### config.mk
export PLATFORM = sky130hd
export DESIGN_NAME = rk_kbd_hid_ctrl
export DESIGN_NICKNAME = d
export VERILOG_FILES = /design/src/rtl/rk_kbd_pkg.sv /design/src/rtl/rk_kbd_frame.sv /design/src/rtl/rk_kbd_hid_ctrl.sv
export SDC_FILE = /design/constraint.sdc
export NUM_CORES = 1
export LEC_CHECK = 0
export ABC_AREA = 1
export BUFFER_PORTS_ARGS = -buffer_cell sky130_fd_sc_hd__buf_4
export CORE_MARGIN = 5
export CORE_UTILIZATION = 41
export DETAILED_ROUTE_END_ITERATION = 12
export PLACE_DENSITY = 0.58
export RECOVER_POWER = 50
export SYNTH_ARGS = -nofsm -noshare
export SYNTH_HDL_FRONTEND = slang
export SYNTH_HIERARCHICAL = 1
export SYNTH_SLANG_ARGS = --single-unit
### constraint.sdc
create_clock -name clk -period 4.5 [get_ports clk]
set_input_delay 0.225 -clock clk [delete_from_list [all_inputs] [get_ports clk]]
set_output_delay 0.225 -clock clk [all_outputs]
set_load 0.01 [all_outputs]
### src/rtl/rk_kbd_pkg.sv
// Shared constants, key-set type and scan states for the HID keyboard
// sequencer between the VNC2 receiver and the RK-86 matrix writer.
package rk_kbd_pkg;

  localparam int REPORT_LEN = 8;
  localparam int KEY_SLOTS  = 6;

  localparam logic [7:0] KC_ERR_LO = 8'h01;
  localparam logic [7:0] KC_ERR_HI = 8'h03;
  localparam logic [7:0] KC_F12    = 8'h45;

  localparam int MOD_LCTRL  = 0;
  localparam int MOD_LSHIFT = 1;
  localparam int MOD_LALT   = 2;
  localparam int MOD_RCTRL  = 4;
  localparam int MOD_RSHIFT = 5;

  typedef logic [KEY_SLOTS-1:0][7:0] key_set_t;

  typedef enum logic [2:0] {
    ST_IDLE,
    ST_LOAD,
    ST_REL,
    ST_PRS,
    ST_COMMIT
  } scan_state_t;

  function automatic logic has_code(
    input key_set_t   s,
    input logic [7:0] c
  );
    logic hit;
    hit = 1'b0;
    for (int i = 0; i < KEY_SLOTS; i++)
      if (c != 8'h00 && s[i] == c) hit = 1'b1;
    return hit;
  endfunction

  // Rollover/error usages mark a report the keyboard could not resolve.
  function automatic logic is_phantom(input key_set_t s);
    logic ph;
    ph = 1'b0;
    for (int i = 0; i < KEY_SLOTS; i++)
      if (s[i] >= KC_ERR_LO && s[i] <= KC_ERR_HI) ph = 1'b1;
    return ph;
  endfunction

endpackage

### src/rtl/rk_kbd_frame.sv
// Report framer: assembles 8-byte boot reports from the serial stream,
// holds one finished report and resynchronises after a long idle gap.
module rk_kbd_frame
  import rk_kbd_pkg::*;
#(
  parameter int TIMEOUT_CYCLES = 50000
) (
  input  logic       clk,
  input  logic       reset,
  input  logic [7:0] rx_data,
  input  logic       rx_valid,
  input  logic       clr,
  output logic       frame_rdy,
  output logic       frame_done,
  output logic [7:0] cap_mods,
  output key_set_t   cap_keys,
  output logic       drop
);

  localparam int TW = $clog2(TIMEOUT_CYCLES + 1);

  logic [2:0]    idx;
  logic [TW-1:0] idle_cnt;
  logic          busy;
  logic          accept;

  // The slot being cleared this cycle is free for the next report's byte 0.
  assign busy       = frame_rdy & ~clr;
  assign accept     = rx_valid & ~busy;
  assign frame_done = accept & (idx == 3'(REPORT_LEN - 1));

  always_ff @(posedge clk or posedge reset) begin
    if (reset) begin
      idx       <= '0;
      idle_cnt  <= '0;
      frame_rdy <= 1'b0;
      cap_mods  <= '0;
      cap_keys  <= '0;
      drop      <= 1'b0;
    end else begin
      drop <= rx_valid & busy;
      if (clr)        frame_rdy <= 1'b0;
      if (frame_done) frame_rdy <= 1'b1;
      if (accept) begin
        idle_cnt <= '0;
        idx      <= idx + 3'd1;
        if (idx == 3'd0)
          cap_mods <= rx_data;
        else if (idx >= 3'd2)
          cap_keys[idx - 3'd2] <= rx_data;
      end else if (idx != 3'd0 && !rx_valid) begin
        if (idle_cnt == TW'(TIMEOUT_CYCLES - 1)) begin
          idx      <= '0;
          idle_cnt <= '0;
        end else begin
          idle_cnt <= idle_cnt + 1'b1;
        end
      end
    end
  end

endmodule

### src/rtl/rk_kbd_hid_ctrl.sv
// HID report to RK-86 key event sequencer: diffs each report against the
// committed key set and hands out releases, then presses, one at a time.
module rk_kbd_hid_ctrl
  import rk_kbd_pkg::*;
#(
  parameter int TIMEOUT_CYCLES = 50000
) (
  input  logic       clk,
  input  logic       reset,
  input  logic [7:0] rx_data,
  input  logic       rx_valid,
  output logic       ev_valid,
  input  logic       ev_ready,
  output logic [7:0] ev_code,
  output logic       ev_press,
  output logic [7:0] mods,
  output logic [2:0] shift,
  output logic       k_reset,
  output logic       drop
);

  scan_state_t state;
  scan_state_t state_nx;

  key_set_t   cap_keys;
  key_set_t   cur;
  key_set_t   prev;
  logic [7:0] cap_mods;
  logic [7:0] cur_mods;
  logic [2:0] slot;
  logic       frame_rdy;
  logic       frame_done;
  logic       clr;

  logic [7:0] code;
  logic       dup_lower;
  logic       hit;
  logic       adv;
  logic       emit;

  rk_kbd_frame #(
    .TIMEOUT_CYCLES(TIMEOUT_CYCLES)
  ) u_frame (
    .clk       (clk),
    .reset     (reset),
    .rx_data   (rx_data),
    .rx_valid  (rx_valid),
    .clr       (clr),
    .frame_rdy (frame_rdy),
    .frame_done(frame_done),
    .cap_mods  (cap_mods),
    .cap_keys  (cap_keys),
    .drop      (drop)
  );

  always_comb begin
    code      = 8'h00;
    dup_lower = 1'b0;
    hit       = 1'b0;
    for (int i = 0; i < KEY_SLOTS; i++)
      if (3'(i) < slot && cur[i] == cur[slot]) dup_lower = 1'b1;
    unique case (state)
      ST_REL: begin
        code = prev[slot];
        hit  = code != 8'h00 && !has_code(cur, code);
      end
      ST_PRS: begin
        code = cur[slot];
        hit  = code != 8'h00 && !has_code(prev, code) && !dup_lower;
      end
      default: ;
    endcase
  end

  always_comb begin
    state_nx = state;
    clr      = 1'b0;
    adv      = 1'b0;
    emit     = 1'b0;
    unique case (state)
      ST_IDLE:
        if (frame_rdy | frame_done) state_nx = ST_LOAD;
      ST_LOAD: begin
        clr      = 1'b1;
        state_nx = is_phantom(cap_keys) ? ST_IDLE : ST_REL;
      end
      ST_REL, ST_PRS: begin
        if (ev_valid)  adv  = ev_ready;
        else if (hit)  emit = 1'b1;
        else           adv  = 1'b1;
        if (adv && slot == 3'(KEY_SLOTS - 1))
          state_nx = (state == ST_REL) ? ST_PRS : ST_COMMIT;
      end
      ST_COMMIT:
        state_nx = ST_IDLE;
      default:
        state_nx = ST_IDLE;
    endcase
  end

  always_ff @(posedge clk or posedge reset) begin
    if (reset) begin
      state    <= ST_IDLE;
      cur      <= '0;
      cur_mods <= '0;
      prev     <= '0;
      slot     <= '0;
      ev_valid <= 1'b0;
      ev_code  <= '0;
      ev_press <= 1'b0;
      mods     <= '0;
    end else begin
      state <= state_nx;
      if (state == ST_LOAD) begin
        cur      <= cap_keys;
        cur_mods <= cap_mods;
        slot     <= '0;
      end else if (adv) begin
        slot <= (slot == 3'(KEY_SLOTS - 1)) ? 3'd0 : slot + 3'd1;
      end
      if (emit) begin
        ev_valid <= 1'b1;
        ev_code  <= code;
        ev_press <= (state == ST_PRS);
      end else if (ev_valid && ev_ready) begin
        ev_valid <= 1'b0;
      end
      if (state == ST_COMMIT) begin
        prev <= cur;
        mods <= cur_mods;
      end
    end
  end

  assign shift = {mods[MOD_LALT],
                  mods[MOD_LCTRL] | mods[MOD_RCTRL],
                  mods[MOD_LSHIFT] | mods[MOD_RSHIFT]};

  assign k_reset = has_code(prev, KC_F12);

endmodule

Yosys cells after proc, flatten, opt, wreduce, memory -nomap -nowiden --
Index checks and enable logic that the tools add are counted.
Operators by class: shifts and indexed selects 0, order comparisons 22, reduce and logical (&&, ||, !) cells 50, multiplexer cells 68, divide/modulo/power cells 0, bitwise gates (word level) 10, $add $sub $neg 4, equal/unequal tests 33, multiply operators 0
Operator list (number):
- $eq 8x8->1 | 18
- $bmux 8 s3 | 2
- $bwmux 48 | 1
- $eq 8x7->1 const B | 6
- $ge 8x1->1 const B | 6
- $le 8x2->1 const B | 6
- $mux 16 | 3
- $mux 1 | 45
- $logic_and 1x1->1 | 31
- $mux 3 | 9
- $demux 8 s3 | 1
- $mux 8 | 3
- $add 16x1->16 const B | 1
- $eq 16x16->1 const B | 1
- $pmux 8 s2 | 1
- $reduce_bool 8->1 | 2
- $reduce_bool 2->1 | 5
- $eq 3x3->1 const B | 3
- $pmux 3 s3 | 1
- $lt 3x4->1 const B | 2
- $add 3x1->3 const B | 2
- $eq 3x2->1 const B | 2
- $logic_not 3->1 | 2
- $lt 1x3->1 const A | 2
- 17 further kinds | 32
Word-level totals: bits in latches 0, output and inout port bits 23, bits in writable memories 0, logic and storage cells 217, memories 0, bits in read-only memories 0, bits in registers 205

Depth between registers and ports, before layout --
depth after elaboration 21, mapped depth 23, mapped depth without buffers 20

Modules after synthesis --
The synthesis kept the hierarchy.
By module, submodules not included:
- rk_kbd_hid_ctrl | area each 8419.3 sq um, instances 1, seq. area each 3203.1 sq um, cells each 1181
- rk_kbd_frame | area each 3397.0 sq um, instances 1, seq. area each 1926.8 sq um, cells each 391

Worst setup path before layout --
Ideal clock, no wire load.
path kind reg-to-reg, from reg slot[0], to reg state[0], period minus slack after synthesis 2.239 ns, arrival 2.121 ns, stages on the path, launching flop included 20, setup time 0.117 ns, slack 2.261 ns, cell sequence dfrtp_1 buf_6 inv_4 buf_6 nand2_1 nand3_1 nand3_4 buf_6 o21ai_0 nor2_1 nand3_1 nand2_1 nor2_1 nand3_2 nand2_4 nand2_4 nand3_2 nand2_2 nand3_1 nand2_1
On the way: word-level cells in the longest chain between the ends 21, elaborated cells on any way between the ends 82
RTL lines:
- from (decl) | line rk_kbd_hid_ctrl.sv:30 | logic [2:0] slot;
- from (signal assigned) | line rk_kbd_hid_ctrl.sv:119 | slot <= (slot == 3'(KEY_SLOTS - 1)) ? 3'd0 : slot + 3'd1;
- $bmux 8 s3 | line rk_kbd_hid_ctrl.sv:61, rk_kbd_hid_ctrl.sv:68
- $mux 8 (not written as such) | line rk_kbd_hid_ctrl.sv:61, rk_kbd_hid_ctrl.sv:68
- $eq 8x8->1 / $reduce_bool 8->1 (equally long branches) | line rk_kbd_pkg.sv:35, rk_kbd_hid_ctrl.sv:69
- $logic_and 1x1->1 | line rk_kbd_pkg.sv:35 | if (c != 8'h00 && s[i] == c) hit = 1'b1;
- $mux 1 (6 in series) | line rk_kbd_pkg.sv:35
- $mux 1 | line rk_kbd_hid_ctrl.sv:62 | unique case (state)
- $logic_not 1->1 | line rk_kbd_hid_ctrl.sv:69 | hit = code != 8'h00 && !has_code(prev, code) && !dup_lower;
- $logic_and 1x1->1 (2 in series) | line rk_kbd_hid_ctrl.sv:69
- $pmux 1 s2 | line rk_kbd_hid_ctrl.sv:62
- $mux 1 | line rk_kbd_hid_ctrl.sv:89 | else if (hit) emit = 1'b1;
- $mux 1 | line rk_kbd_hid_ctrl.sv:88 | if (ev_valid) adv = ev_ready;
- $mux 1 | line rk_kbd_hid_ctrl.sv:80 | unique case (state)
- $logic_and 1x1->1 * | line rk_kbd_hid_ctrl.sv:91 | if (adv && slot == 3'(KEY_SLOTS - 1))
- $ne 2x2->1 (no line) *
- $reduce_and 2->1 (no line) *
- to (signal assigned) | line rk_kbd_hid_ctrl.sv:113 | state <= state_nx;
- to (decl) | line rk_kbd_hid_ctrl.sv:22 | scan_state_t state;
Every way passes the cells marked *; elsewhere a longest branch is shown, timed or not. The select of a mux whose other input is x is not followed. A chain may end at the register's enable or synchronous reset.

Final worst setup path --
from reg slot[0], to reg slot[1]
On the way: word-level cells in the longest chain between the ends 20, elaborated cells on any way between the ends 85
RTL lines (line):
- $bmux 8 s3 | rk_kbd_hid_ctrl.sv:61, rk_kbd_hid_ctrl.sv:68
- $mux 8 (not written as such) | rk_kbd_hid_ctrl.sv:61, rk_kbd_hid_ctrl.sv:68
- $eq 8x8->1 / $reduce_bool 8->1 (equally long branches) | rk_kbd_pkg.sv:35, rk_kbd_hid_ctrl.sv:69
- $logic_and 1x1->1 | rk_kbd_pkg.sv:35
- $mux 1 (6 in series) | rk_kbd_pkg.sv:35
- $mux 1 | rk_kbd_hid_ctrl.sv:62
- $logic_not 1->1 | rk_kbd_hid_ctrl.sv:69
- $logic_and 1x1->1 (2 in series) | rk_kbd_hid_ctrl.sv:69
- $pmux 1 s2 | rk_kbd_hid_ctrl.sv:62
- $mux 1 | rk_kbd_hid_ctrl.sv:89
- $mux 1 | rk_kbd_hid_ctrl.sv:88
- $mux 1 (2 in series) | rk_kbd_hid_ctrl.sv:80
- $reduce_bool 2->1 (no line)
Parallel ways exist; a longest one is shown, timed or not. The select of a mux whose other input is x is not followed.

==> summary by stage <==
Logic synthesis
The synthesized instance count is 1572. By count the netlist is led by nand2_1, dfrtp_1, inv_1. The most common flop cell mapped by yosys is dfrtp_1.

Yosys instantiated no cell more often than nand2_1. The share of synthesized area in the top cell type comes to 0.434. Yosys printed 6 warnings. The multiplexer area fraction after synthesis is 0.00762. Yosys attributes the largest share of cell area to dfrtp_1, nand2_1, o21ai_0.

Of the total synthesized cell area, the portion taken by full adders, half adders and majority gates is 0.00529. The xor/xnor share of the synthesized area is 0.0340. The share of the Yosys chip area taken by registers is 0.434. The combined area of all synthesized cells is approximately 0.012 sq mm. Synthesis produced a netlist with a net count of 1589. The fraction of registers with async set/reset is 1.00. Of the total synthesized cell area, the portion taken by AND, OR, NAND and NOR gates is 0.316.

The main combinational cell family by area after synthesis is simple AND/OR/NAND/NOR gates. Counting flops and latches in the post-synthesis netlist gives around 200. The synthesized-area fraction occupied by ao, oa, aoi and oai cells is 0.105. The distinct cell type count of the synthesized netlist is 44.

dfrtp_1 takes more of the synthesized area than any other cell. Yosys mapped a number of flops with a built-in enable equal to 0. Dividing the synthesized area by the synthesized cell count gives 7.52 sq um.

Critical path
In this run the critical register-to-register path is captured at slot[1]. The worst setup slack for register-to-register paths is about 1.1 ns. The critical path launch point type is a register. The nature of the critical path endpoint is a register. The type of the setup path with the least slack is reg2reg. For the worst setup path, the data arrival time is ~3.8 ns. The worst register-to-register path begins at slot[0]. At the worst endpoint, the required time is 4.93 ns.

The largest fanout of any net on the critical path is 43. Measured in cells, the most critical reg-to-reg path has a length of 19.

Drt
The count of nets left with antenna violations once routing finished came out at 0. The total routed wirelength is 37600 um. The via count is 10500. The via density per instance is roughly 5.3. The total DRC errors in the routed layout is 0. The DRC violation total after the first TritonRoute iteration is 1043.

The first-pass iteration count of the detailed router is 6. The final routed wire length divided by cell count is between 15 and 20 um.

Global route
The number of global-route vias before repair came to 10100. The first global-routing pass estimated 59700 um of wire. The overflow left after global routing is 0. The maximum number of pins on one net before global-route repair is between 100 and 150. The initial antenna violation count is 0.

For this run, the total global-route usage over all layers was measured as 0.229.

Floorplanning
During I/O placement, the number of pins put on the boundary was 35. From bottom edge to top edge, the die measures 180 um. The area of the core is 0.0285 sq mm. The die covers 0.0323 sq mm. The starting density of the core is 0.414. The floorplan has 62 rows. The die is roughly 180 um wide.

Clocking
The number of clock buffers inserted by TritonCTS is 24. Clock latency on the worst-skew pair, taken at its later pin, is 0.54 ns. The clock drives 205 sinks.

After clock tree synthesis, the flow added hold-fix buffers numbering 11. In this run the number of H-tree levels came out at 1. Clock tree synthesis selected as its root buffer the cell clkbuf_16. The clock transition at the register clock pins on the worst setup and hold paths after CTS is 0.06 ns.

TritonCTS built the clock tree. The number of post-CTS setup repair buffers is 0. Gates resized during post-CTS repair numbered 0. The maximum count of clock buffers along a single path is 3.

Worst hold path
The number of instances on the worst hold path is 4. The startpoint identified for the worst hold timing path is rx_data[4]. For hold timing, the worst endpoint is u_frame/cap_keys[12]. The classification of the worst-slack hold path is in2reg.

Power and ir drop
The share of total power in sequential cells is 0.300. The maximum ir drop on the vdd rail is 0.000311 V. The internal power is 0.00537 W. The switching component of the power is between 0.005 and 0.006 W. The combinational fraction of design power is 0.520. The share of total power dissipated in the clock network is 0.180. Of the total power, the share spent switching nets is 0.505.

The ratio of total power to cell area is 834 mW/mm^2. The static leakage power is 6.28 nW.

Outcome
The run finished, with violations left. The checks that failed: max-capacitance violations, max-slew violations.

STA
The highest clock frequency the design can meet is between 200 and 300 MHz. Clock skew on the completed layout was measured at 0.00563 ns. The hold violation count in the final report is 0.

Setup violations remaining at the end of the flow were counted as 0. The final hold slack is around 0.45 ns. The measured slew at the worst slew-check pin is 2.17 ns. The clock period could shrink to 3.42 ns. The worst pin sits at a relative slew slack of -0.445.

Setup repair after global routing left no endpoint under its margin. For the final routed database, the setup TNS stands at 0 ns. The number of pins with negative max-slew slack in the final report is 211.

The post-route clock period utilization is 0.759.

Finish
The count of filler cells inserted in the layout is 2979. The share of cells above drive strength 1 is 0.0766. Compared with the post-synthesis result, the final layout area differs by 10.1%. The net count of the finished layout is 1606. The repair_antennas step left the layout with diodes totalling 0.

Placed design
Buffers placed on the I/O ports in this run total 34. The post-detailed-placement half-perimeter wirelength is approximately 28000 um. Routability-driven placement finished with a final weighted congestion of 0.974.

Job
The tool flagged a number of max-cap violations equal to 4.
critical path, stage by stage (launching register included):
cell and delay (ns):
dfrtp_2 0.89, inv_4 0.29, nand2_1 0.15, nand3_1 0.23, nand3_2 0.31, inv_1 0.18, nand2_1 0.09, nand3_1 0.06
nor2_1 0.15, nand3_1 0.08, nand2_1 0.07, nor2_1 0.05, nand3_2 0.11, nand2_4 0.10, nand2_4 0.17, nand3_4 0.10
nand2_2 0.08, inv_2 0.04, nand2_1 0.05, nand2_1 0.06
state kept, by name, summed over array words and instances (netlist names):
name               cells
cur                   48
cur_mods               8
ev_code                8
ev_press               1
ev_valid               1
mods                   8
prev                  48
slot                   3
state                  3
u_frame/cap_keys      48
u_frame/cap_mods       8
u_frame/drop           1
u_frame/frame_rdy      1
u_frame/idle_cnt      16
u_frame/idx            3
stage by stage:
stage                     utilization  power [W]  cell area [sq um]  std cells  setup slack [ns]
after floorplan                     -    0.00727              11800       1572             0.862
after global placement          0.427    0.00882              12200       1936              1.15
after detailed placement        0.427    0.00885              12200       1936              1.14
after CTS                       0.459     0.0109              13100       1989              1.12
after global routing            0.456     0.0117              13000       1989             0.387
final                           0.456     0.0109              13000       1989              1.08
cells in the final DEF (no fill, tap or decap), types with 4 or more instances in the layout:
cell and n:
nand2_1 559, dfrtp_1 204, inv_1 177, o21ai_0 160, nor2_1 95, nand4_1 69, nand3_1 56, xor2_1 37
clkbuf_1 30, o211ai_1 28, nand3_2 24, clkbuf_16 24, nor4_1 13, buf_4 13, inv_2 11, dlygate4sd3_1 11
o22ai_1 10, mux2_2 8, xnor2_1 7, ha_1 5, a21oi_1 4, clkinv_2 4
logic make-up (layout without fill, tap and decap cells):
family | after synthesis | in the layout
adders and majority gates | 5 | 5
and+or+nand+nor | 837 | 837
AOI/OAI and AO/OA | 219 | 219
buffers and inverters | 253 | 286
DFF | 205 | 205
xor gates and xnor gates | 45 | 45
muxes | 8 | 8
metal layers:
metal,up-vias,global-route usage,share of wire
met5,-,0,0
met3,69,0.0295,0.059
met2,342,0.362,0.45
met1,5002,0.334,0.46
met4,0,0.0637,0.031
li1,5098,-,-
layout make-up:
type	count	area (sq um)	share of cell area
Clock buffer	32	661	0.0508
Clock inverter	10	134	0.0103
Inverter	194	741	0.0569
Multi-Input combinational cell	1114	5540	0.426
Sequential cell	205	5130	0.394
Tap cell	384	480	0.0369
Timing Repair Buffer	50	322	0.0247
how the worst max path moves through the flow:
stage                        from  endpoint  slack (ns)  depth (start not counted)
after floorplan             reset    cur[0]        0.86                          1
after global placement    slot[0]   slot[2]        1.15                         19
after detailed placement  slot[0]   slot[1]        1.14                         20
after CTS                 slot[0]   slot[1]        1.12                         19
after global routing        reset   prev[1]        0.39                          4
final                     slot[0]   slot[1]        1.08                         19
power by group through the flow:
| stage | Clock (W) | Combinational (W) | Sequential, W |
|---|---|---|---|
| 2_1_floorplan | 0 | 0.00435 | 0.00292 |
| 3_3_place_gp | 0 | 0.00557 | 0.00326 |
| 3_5_place_dp | 0 | 0.00559 | 0.00326 |
| 4_1_cts | 0.00201 | 0.00562 | 0.00324 |
| 5_1_grt | 0.00208 | 0.00630 | 0.00334 |
| 6_report | 0.00195 | 0.00564 | 0.00325 |
No activity file was read; power rests on OpenSTA's default activity.
